<file path="src/rtl/change_dispenser.sv">
// Pays out the accepted change amount as high-value coins first, then low-value coins,
// one eject pulse plus settle gap per coin; stalls in SELECT while the ejector is not ready.
module change_dispenser #(
   parameter int WIDTH        = 8,
   parameter int COIN_HI      = 10,
   parameter int COIN_LO      = 1,
   parameter int PULSE_CYCLES = 4,
   parameter int GAP_CYCLES   = 2
) (
   input  logic             clock,
   input  logic             reset,
   input  logic [WIDTH-1:0] amount,
   input  logic             start,
   input  logic             hi_empty,
   input  logic             eject_ready,
   output logic             eject_hi,
   output logic             eject_lo,
   output logic             busy,
   output logic             done,
   output logic [WIDTH-1:0] remaining,
   output logic [WIDTH-1:0] hi_count,
   output logic [WIDTH-1:0] lo_count
);

   localparam int CMAX = (PULSE_CYCLES > GAP_CYCLES) ? PULSE_CYCLES : GAP_CYCLES;
   localparam int CW   = $clog2(CMAX + 1);

   localparam logic [WIDTH-1:0] HI_V     = WIDTH'(COIN_HI);
   localparam logic [WIDTH-1:0] LO_V     = WIDTH'(COIN_LO);
   localparam logic [WIDTH-1:0] ONE_V    = WIDTH'(1);
   localparam logic [CW-1:0]    PULSE_LD = CW'(PULSE_CYCLES - 1);
   localparam logic [CW-1:0]    GAP_LD   = CW'(GAP_CYCLES - 1);
   localparam logic [CW-1:0]    CNT_ONE  = CW'(1);

   typedef enum logic [2:0] {
      IDLE,
      SELECT,
      PULSE,
      GAP,
      DONE
   } state_t;

   state_t           state, state_nxt;
   logic [CW-1:0]    cnt, cnt_nxt;
   logic [WIDTH-1:0] remaining_nxt, hi_count_nxt, lo_count_nxt;
   logic             eject_hi_nxt, eject_lo_nxt;

   always_ff @(posedge clock or negedge reset) begin
      if (!reset) begin
         state     <= IDLE;
         cnt       <= '0;
         eject_hi  <= 1'b0;
         eject_lo  <= 1'b0;
         busy      <= 1'b0;
         done      <= 1'b0;
         remaining <= '0;
         hi_count  <= '0;
         lo_count  <= '0;
      end else begin
         state     <= state_nxt;
         cnt       <= cnt_nxt;
         eject_hi  <= eject_hi_nxt;
         eject_lo  <= eject_lo_nxt;
         busy      <= (state_nxt != IDLE);
         done      <= (state_nxt == DONE);
         remaining <= remaining_nxt;
         hi_count  <= hi_count_nxt;
         lo_count  <= lo_count_nxt;
      end
   end

   always_comb begin
      state_nxt     = state;
      cnt_nxt       = cnt;
      remaining_nxt = remaining;
      hi_count_nxt  = hi_count;
      lo_count_nxt  = lo_count;
      eject_hi_nxt  = 1'b0;
      eject_lo_nxt  = 1'b0;
      case (state)
         IDLE: begin
            if (start) begin
               remaining_nxt = amount;
               hi_count_nxt  = '0;
               lo_count_nxt  = '0;
               state_nxt     = (amount != '0) ? SELECT : DONE;
            end
         end
         SELECT: begin
            if (remaining == '0) begin
               state_nxt = DONE;
            end else if (eject_ready) begin
               // The >= compare guards the subtraction, so remaining cannot wrap.
               if (remaining >= HI_V && !hi_empty) begin
                  remaining_nxt = remaining - HI_V;
                  hi_count_nxt  = hi_count + ONE_V;
                  eject_hi_nxt  = 1'b1;
               end else begin
                  remaining_nxt = remaining - LO_V;
                  lo_count_nxt  = lo_count + ONE_V;
                  eject_lo_nxt  = 1'b1;
               end
               cnt_nxt   = PULSE_LD;
               state_nxt = PULSE;
            end
         end
         PULSE: begin
            // The eject line selected on entry is held until the counter expires.
            if (cnt == '0) begin
               cnt_nxt   = GAP_LD;
               state_nxt = GAP;
            end else begin
               cnt_nxt      = cnt - CNT_ONE;
               eject_hi_nxt = eject_hi;
               eject_lo_nxt = eject_lo;
            end
         end
         GAP: begin
            if (cnt == '0) begin
               state_nxt = SELECT;
            end else begin
               cnt_nxt = cnt - CNT_ONE;
            end
         end
         DONE: begin
            state_nxt = IDLE;
         end
         default: begin
            state_nxt = IDLE;
         end
      endcase
   end

endmodule

</file>
<file path="config.mk">
export PLATFORM = sky130hd
export DESIGN_NAME = change_dispenser
export DESIGN_NICKNAME = d
export VERILOG_FILES = /design/src/rtl/change_dispenser.sv
export SDC_FILE = /design/constraint.sdc
export NUM_CORES = 1
export LEC_CHECK = 0
export ABC_AREA = 1
export CAP_MARGIN = 0
export CORE_ASPECT_RATIO = 0.75
export CORE_MARGIN = 3
export CORE_UTILIZATION = 48
export CTS_CLUSTER_SIZE = 25
export DETAILED_ROUTE_END_ITERATION = 6
export PLACE_DENSITY = 0.76
export SETUP_SLACK_MARGIN = 0.02
export SLEW_MARGIN = 20
export SYNTH_ARGS = -nofsm -noshare
export SYNTH_HDL_FRONTEND = slang
export SYNTH_SLANG_ARGS = --single-unit
</file>
<file path="constraint.sdc">
create_clock -name clock -period 1.5 [get_ports clock]
set_input_delay 0.375 -clock clock [delete_from_list [all_inputs] [get_ports clock]]
set_output_delay 0.375 -clock clock [all_outputs]
set_load 0.1 [all_outputs]
</file>
Yosys cells after proc, flatten, opt, wreduce, memory -nomap -nowiden:

Cells that the tools add are included.

* word-level logic and storage cells: 74
* input bits: 13
* register bits: 34
* output and inout port bits: 28

* equal/unequal tests: 11
* $add $sub $neg: 5
* muxes and demuxes: 35
* reductions and logical operators: 13
* $lt $le $gt $ge: 1

Operators with widths (count)
* 2-to-1 mux 8 bit: 11
* one-hot mux 8 bit (2 select lines): 3
* 2-to-1 mux 3 bit: 10
* adder 8 x 1 -> 8 bit (second input constant): 2
* != test 2 bit (second input constant): 7
* one-hot mux 3 bit (4 select lines): 1
* AND reduction 5 bit: 2
* one-hot mux 3 bit (3 select lines): 1
* greater-or-equal comparator 8 x 4 -> 1 bit (second input constant): 1
* logical NOT 8 bit: 1
* AND reduction 4 bit: 2
* nonzero test 8 bit: 1
* subtractor 8 x 1 -> 8 bit (second input constant): 1
* subtractor 8 x 4 -> 8 bit (second input constant): 1
* 2-to-1 mux 1 bit: 7
* equality test 3 x 2 -> 1 bit (second input constant): 2
* logical NOT 3 bit: 2
* nonzero test 3 bit: 2
* one-hot mux 1 bit (2 select lines): 2
* equality test 3 x 1 -> 1 bit (second input constant): 1
* equality test 3 bit (second input constant): 1
* subtractor 3 x 1 -> 3 bit (second input constant): 1
* nonzero test 2 bit: 1
* logical AND 1 bit: 1
* logical NOT 1 bit: 1

Depth between registers and ports, before layout:

Gate-level depths: netlist of the first run.

* word-level depth: 6
* depth in mapped cells: 11

Worst setup path after synthesis of the first run:

OpenSTA, ideal clock, no wires.

* kind: reg2reg
* start point: reg remaining[1]
* end point: reg hi_count[3]
* data required time: 1.375 ns
* buffers on the path: 1
* arrival: 2.252 ns
* library setup time: 0.125 ns
* slack: -0.877 ns
* stages on the path, launching flop included: 12
* cells stage by stage: dfrtp_1 -> inv_1 -> ha_1 -> inv_1 -> nor3_4 -> nand3_2 -> nand3_2 -> inv_2 -> nand2_4 -> buf_6 -> nand2_1 -> o21ai_1

* word-level cells in the longest chain between the ends: 4
* elaborated cells between the ends (all ways): 6
* classes of those cells: 1 x order compare; 2 x eq/ne; 3 x reduce/logical

Ends and longest elaborated chain
* from (decl): RTL line 20 `output logic [WIDTH-1:0] remaining,`
* from (signal assigned): RTL line 66 `remaining <= remaining_nxt;`
* greater-or-equal comparator 8 x 4 -> 1 bit: RTL line 94 `if (remaining >= HI_V && !hi_empty) begin`
* logical AND 1 bit: RTL line 94
* != test 2 bit (no source line)
* AND reduction 5 bit (no source line) (*)
* to (signal assigned): RTL line 67 `hi_count <= hi_count_nxt;`
* to (decl): RTL line 21 `output logic [WIDTH-1:0] hi_count,`

Every way passes the cells marked *; elsewhere a longest branch is shown, timed or not.
A chain may end at the register's enable or synchronous reset.

Final worst setup path of the first run:

* start point: reg remaining[0]
* end point: reg remaining[6]

* word-level cells in the longest chain between the ends: 6
* elaborated cells between the ends (all ways): 11
* classes of those cells: 2 x add/sub; 1 x order compare; 1 x eq/ne; 4 x mux; 3 x reduce/logical

Ends and longest elaborated chain
* greater-or-equal comparator 8 x 4 -> 1 bit: RTL line 94
* logical AND 1 bit: RTL line 94
* 2-to-1 mux 8 bit: RTL line 94
* 2-to-1 mux 8 bit: RTL line 92 `end else if (eject_ready) begin`
* 2-to-1 mux 8 bit: RTL line 90 `if (remaining == '0) begin`
* one-hot mux 8 bit (2 select lines): RTL line 80 `case (state)`

Several ways; a longest one is shown, not always the timed one. The select of a mux whose other input is x is not followed.

==> results of run 1 <==
[where the power goes]
part	leakage [nW]	total [W]	internal, W	switching [W]
registers	0.420	0.00152	0.00123	0.000289
clock network	0.0482	0.000750	0.000371	0.000379
logic	1.53	0.00705	0.00273	0.00432
total	2.00	0.00932	0.00433	0.00499
[sequential cells by signal, summed over array words and instances, names as in the netlist]
name,count
remaining,8
busy,1
lo_count,8
eject_lo,1
eject_hi,1
cnt,3
hi_count,8
done,1
state,3
[worst max-delay path: cells and delay by family, from the launching register on]
| kind | cells | cell delay [ns] |
|---|---|---|
| DFF | 1 | 0.51 |
| AOI/OAI and AO/OA | 1 | 0.23 |
| and+or+nand+nor | 6 | 0.57 |
| adders and majority gates | 1 | 0.19 |
| buffers and inverters | 2 | 0.23 |
[metal layers]
metal / wire length [µm] / vias to the layer above / track usage [%] / share of wire (%)
li1: - / 1284 / - / -
met1: 3880 / 1436 / 39.3 / 35
met2: 5170 / 313 / 53.0 / 46
met3: 1350 / 111 / 6.80 / 12
met4: 776 / 2 / 14.6 / 6.9
met5: 11 / - / 0 / 0.098
[layout by cell type (no fill, tap or decap), types with 6 or more instances in the layout]
cell | netlist | final
xor2_1 | 11 | 11
buf_4 | 1 | 55
nand3_2 | 3 | 15
nand3_1 | 44 | 30
ha_1 | 9 | 6
dfrtp_1 | 34 | 17
buf_6 | 3 | 20
clkdlybuf4s50_1 | 0 | 12
dfrtp_2 | 0 | 9
clkbuf_8 | 0 | 6
nand2_8 | 0 | 6
o21ai_1 | 7 | 7
dfrtp_4 | 0 | 8
inv_1 | 32 | 25
buf_12 | 0 | 29
nand2_4 | 3 | 7
nand2_1 | 99 | 75
nand2_2 | 5 | 20
o21ai_2 | 2 | 10
nor2_1 | 27 | 23
inv_2 | 5 | 7
[through the flow]
stage               hold WS (ns)  std cells  total power, W  instance area [µm²]
floorplan                 0.0794        325         0.00479                 2470
global placement           0.533        475         0.00675                 3630
detailed placement         0.543        475         0.00692                 3630
CTS                        0.467        497         0.00820                 3960
global route               0.458        502         0.00968                 4220
finish                     0.444        502         0.00932                 4220
[path summary, 6_finish.rpt]
path	from	end	depth (start not counted)
max	remaining[0]$_DFFE_PN0P_	remaining[6]$_DFFE_PN0P_	10
max reg2reg	remaining[0]$_DFFE_PN0P_	remaining[6]$_DFFE_PN0P_	10
min reg2reg	cnt[1]$_DFFE_PN0P_	cnt[1]$_DFFE_PN0P_	2
max in group asynchronous	reset	lo_count[0]$_DFFE_PN0P_	2
min in group clock	cnt[1]$_DFFE_PN0P_	cnt[1]$_DFFE_PN0P_	2
min	reset	hi_count[6]$_DFFE_PN0P_	2
[logic make-up after synthesis]
group | Yosys count | share of synthesized area [%]
compound gates | 27 | 6.80
xor+xnor | 14 | 5.20
fa+ha+maj | 9 | 4.78
buf+inv | 44 | 8.23
flops | 34 | 36.1
simple gates | 197 | 38.9
[timing repair]
item | CTS | global route
gates cloned | 1 | 0
setup buffers | 13 | 8
endpoints found under the hold margin | 0 | 0
endpoints found under the setup margin | 38 | 39
pin swaps | 15 | 21
resized for setup | 36 | 63
[cell type report]
type / count / area [µm²] / area share (%)
well taps: 57 / 71.3 / 1.69
inverters: 38 / 160 / 3.80
multi-input cells: 248 / 1650 / 39.1
flip-flops and latches: 34 / 892 / 21.1
repair buffers: 117 / 1350 / 32.1
clock buffers: 7 / 86.3 / 2.05
clock inverters: 1 / 5.00 / 0.119
==> run summary, run 1 <==
Clock H-tree levels: 2
Initial Util: 51.2%
Filler Cells Inserted: 158
R2R Setup Slk: -0.34 ns
Overflow after GRT: 0
#FFs+latches synth: 34
DRC: 6
most frequent cell after synthesis: nand2_1
worst skew pair latency: 0.31 ns
I/O Buffers: 40
Die Span Y: 66.7 µm
Seq/Total Area, Yosys: 36.1%
cts bufs inserted: 5
yosys warns: 0
CTS max path bufs: 2
Worst-path clk slew: 0.08 ns
clk sinks: 34
Post-Syn Nets: 347
WP data arrival: 2.04 ns
Crit path required time: 1.70 ns
routed length per instance: 22.3 µm
clock root buffer master: clkbuf_8
most frequent CP cell: nand2_1
dominant synthesized flop cell: dfrtp_1
DR vias/cell: 6.27
top cells by area, synth: dfrtp_1 (36%), nand2_1 (16%), nand3_1 (9.3%)
cts hold-fix bufs: 0
Final min period: 1.84 ns
critical path class: reg -> reg
die area: 5790 µm²
initial antenna violation count: 0
Pleak: 2.00 nW
Pins Over Slew Limit: 0
clk_skew: 0.0129 ns
Synth top area share: 36.1%
Antenna diodes: 0
Antenna Nets Post-Route: 0
first-pass GRT wire length: 14.0 mm
# IOs: 41
CP max FO: 3
Max-Cap Viols: 0
final period utilization: 123%
final WL: 11.2 mm
CP Capture Type: flip-flop
Cell Rows: 21
worst-margin pin slew: 0.387 ns
Die W: 86.9 µm
Syn Area/Cell: 7.25 µm²
dpl hpwl: 5.28 mm
GRT Util Overall: 31.8%
Final GP Congestion: 0.905
max_slew headroom: 74.1%
Worst path slowest cell: dfrtp_4
status: finished with violations
TritonCTS clock tree: built
Post-synth top cells: nand2_1 (99), nand3_1 (44), dfrtp_1 (34)
pwr dens: 2210 nW/µm²
Initial DRC Count: 511
Gate Count Post-Synth: 325
Netlist cell types: 29
slack of the critical path: -0.339 ns
Initial DRT Pass Iterations: 7
Core Util, Final: 91.8%
worst min-delay path class: in -> async
area leader, netlist: dfrtp_1
slowest stage delay, CP: 0.51 ns
startpoint types: flip-flop
final setup TNS: -8.42 ns
share of cells above drive strength 1: 49.2%
vias in the first global route: 2815
Layout Nets: 466
setup repair after global routing missed its margin: yes
Post-synth EDFFs: 0
core area: 4600 µm²
pin count of the biggest net entering global routing: 35
failing checks: DRC, setup timing
Final setup viols: 36
worst slack, placed: -0.328 ns
Hold Fails Final Rpt: 0
peak supply drop: 2360 µV
Post-Syn Area: 2360 µm²
Async SR Flop Fraction: 100%
Max Clk Rate: 544 MHz
vias: 3146
worst path cell trace: inv_4 > buf_4 > ha_1 > nand2_1 > o21ai_0 > nand2_1 > nand2_1 > nand3_1 > nand2_1 > nand2_1
synth-to-layout area growth: 79.1%
(Power assumes the default switching activity.)
==> run 2: changes to the inputs <==
--- a/config.mk
+++ b/config.mk
@@ -5,14 +5,13 @@
 export SDC_FILE = /design/constraint.sdc
 export NUM_CORES = 1
 export LEC_CHECK = 0
-export ABC_AREA = 1
 export CAP_MARGIN = 0
 export CORE_ASPECT_RATIO = 0.75
 export CORE_MARGIN = 3
-export CORE_UTILIZATION = 48
+export CORE_UTILIZATION = 46
 export CTS_CLUSTER_SIZE = 25
 export DETAILED_ROUTE_END_ITERATION = 6
-export PLACE_DENSITY = 0.76
+export PLACE_DENSITY = 0.75
 export SETUP_SLACK_MARGIN = 0.02
 export SLEW_MARGIN = 20
 export SYNTH_ARGS = -nofsm -noshare
==> run summary, run 2 <==
hold slack: 0.464 ns
Final min period: 2.19 ns
I/O Buffers: 40
Initial DRC Count: 463
Initial DRT Pass Iterations: 6
top cells by area, synth: dfrtp_1 (42%), ha_1 (5.5%), nor2_1 (3.9%)
pwr dens: 2120 nW/µm²
worst reg-to-reg path cell count: 6
Die Span Y: 63.7 µm
Initial Util: 49.1%
die area: 5280 µm²
Crit path required time: 1.66 ns
most common cell after layout, fill and taps aside: buf_4
status: finished with violations
Pins Over Slew Limit: 0
total power: 0.00837 W
share of cells above drive strength 1: 53.8%
Seq/Total Area, Yosys: 41.7%
Post-synth top cells: dfrtp_1 (34), nor2_1 (21), nand2_1 (20)
final WL: 11.5 mm
Die W: 82.9 µm
commonest cells after routing, fill and taps aside: buf_4 (54), buf_12 (29), dfrtp_1 (22), nor2_1 (18), nand2_1 (17)
area leader, netlist: dfrtp_1
worst min-delay path class: in -> async
DR vias/cell: 6.95
vias in the first global route: 2626
final period utilization: 146%
DRC: 0
Gate Count Post-Synth: 227
Overflow after GRT: 0
worst-margin pin slew: 0.408 ns
synth-to-layout area growth: 93.4%
Final setup viols: 37
routed length per instance: 29.4 µm
Worst-path clk slew: 0.08 ns
Layout Nets: 359
pin count of the biggest net entering global routing: 35
#FFs+latches synth: 34
placement-stage cell area: 3320 µm²
yosys warns: 0
top flop regs: hi_count: 8 flops, lo_count: 8 flops, remaining: 8 flops
clk sinks: 34
Cell Rows: 20
CP Capture Type: flip-flop
GRT Util Overall: 35.1%
cts bufs inserted: 5
CP max FO: 5
dpl hpwl: 4.80 mm
Hold Fails Final Rpt: 0
Antenna diodes: 0
reg2reg start: remaining[7]$_DFFE_PN0P_
setup repair after global routing missed its margin: yes
Synth top area share: 41.7%
initial antenna violation count: 0
Post-synth EDFFs: 0
Final Instance Area: 3950 µm²
slack of the critical path: -0.686 ns
startpoint types: flip-flop
CP endpoint: remaining[3]$_DFFE_PN0P_
CTS max path bufs: 2
peak supply drop: 1740 µV
Filler Cells Inserted: 108
Post-Syn Area: 2040 µm²
Max Clk Rate: 457 MHz
reg2reg end: remaining[3]$_DFFE_PN0P_
core area: 4150 µm²
Max-Cap Viols: 0
clock root buffer master: clkbuf_8
dominant synthesized flop cell: dfrtp_1
WP data arrival: 2.34 ns
R2R Setup Slk: -0.69 ns
Async SR Flop Fraction: 100%
vias: 2730
critical path class: reg -> reg
Syn Area/Cell: 8.98 µm²
most frequent cell after synthesis: dfrtp_1
# IOs: 41
TritonCTS clock tree: built
max_slew headroom: 72.7%
Antenna Nets Post-Route: 0
Layout Cells excl Fill: 393
Clock H-tree levels: 2
Post-Syn Nets: 249
Pleak: 1.76 nW
Final GP Congestion: 0.814
Post-Place Cells: 374
Netlist cell types: 48
Core Util, Final: 95.0%
cts hold-fix bufs: 0
Setup crit start: remaining[7]$_DFFE_PN0P_
worst skew pair latency: 0.30 ns
failing checks: setup timing
clk_skew: 0.00899 ns
first-pass GRT wire length: 14.4 mm
-- run 2: changes by cell type after synthesis, sizes merged, moves of 6 or more --
cell	change
a211oi	+7
a31oi	+6
and3	+7
clkbuf	+9
inv	-29
nand2	-87
nand2b	+6
nand3	-39
nor2	-8
nor3	+6
xor2	-7
-- run 2: stage by stage --
step | setup TNS (ns) | setup WS (ns)
after detailed placement | -13.63 | -0.596
after global placement | -12.10 | -0.489
after floorplan | -12.78 | -0.593
after CTS | -8.52 | -0.403
after global routing | -14.40 | -0.729
final | -13.14 | -0.686
-- run 2: metal layers --
| layer | vias up | wire (µm) | GRT usage, % |
|---|---|---|---|
| li1 | 1062 | - | - |
| met1 | 1277 | 4050 | 42.6 |
| met2 | 291 | 5280 | 57.0 |
| met3 | 100 | 1400 | 6.80 |
| met4 | 0 | 815 | 22.7 |
| met5 | - | 0 | 0 |
-- run 2: worst max-delay path: stages, from the launching register on --
cell	delay (ns)
dfrtp_4	0.49
nor4_4	0.35
buf_6	0.19
o22a_4	0.19
mux2i_1	0.31
nor3_1	0.14
nor3_2	0.37
-- run 2: cells by family after synthesis --
group | after synthesis | share of synthesized area (%)
AOI/OAI and AO/OA | 57 | 19.5
xor gates and xnor gates | 7 | 3.01
adders and majority gates | 9 | 5.52
buffers and inverters | 18 | 3.37
DFF | 34 | 41.7
muxes | 2 | 1.04
and+or+nand+nor | 100 | 25.8
-- run 2: how the worst min path moves through the flow --
| stage | from | cells after the start | to | slack [ns] |
|---|---|---|---|---|
| floorplan | reset | 0 | busy$_DFF_PN0_ | 0.08 |
| global placement | cnt[0]$_DFFE_PN0P_ | 1 | cnt[0]$_DFFE_PN0P_ | 0.47 |
| detailed placement | cnt[0]$_DFFE_PN0P_ | 1 | cnt[0]$_DFFE_PN0P_ | 0.50 |
| CTS | reset | 2 | lo_count[1]$_DFFE_PN0P_ | 0.46 |
| global route | reset | 2 | hi_count[5]$_DFFE_PN0P_ | 0.48 |
| finish | reset | 2 | lo_count[0]$_DFFE_PN0P_ | 0.46 |
-- run 2: final cells by class --
class | instances | area [µm²] | area share, %
timing repair buffer | 113 | 1330 | 33.7
tap | 55 | 68.8 | 1.74
clock buffer | 8 | 110 | 2.79
sequential | 34 | 878 | 22.3
multi-input combinational | 175 | 1520 | 38.6
inverter | 8 | 37.5 | 0.951
-- run 2: where the power goes --
part	internal, W	switching (W)
clock	0.000465	0.000386
sequential	0.00121	0.000373
combinational	0.00232	0.00361
total	0.00400	0.00437
-- run 2: repair_timing --
action / in CTS / in global routing
pin swaps: 18 / 23
setup endpoints to repair: 35 / 38
gates resized for setup: 45 / 50
setup buffers: 7 / 8
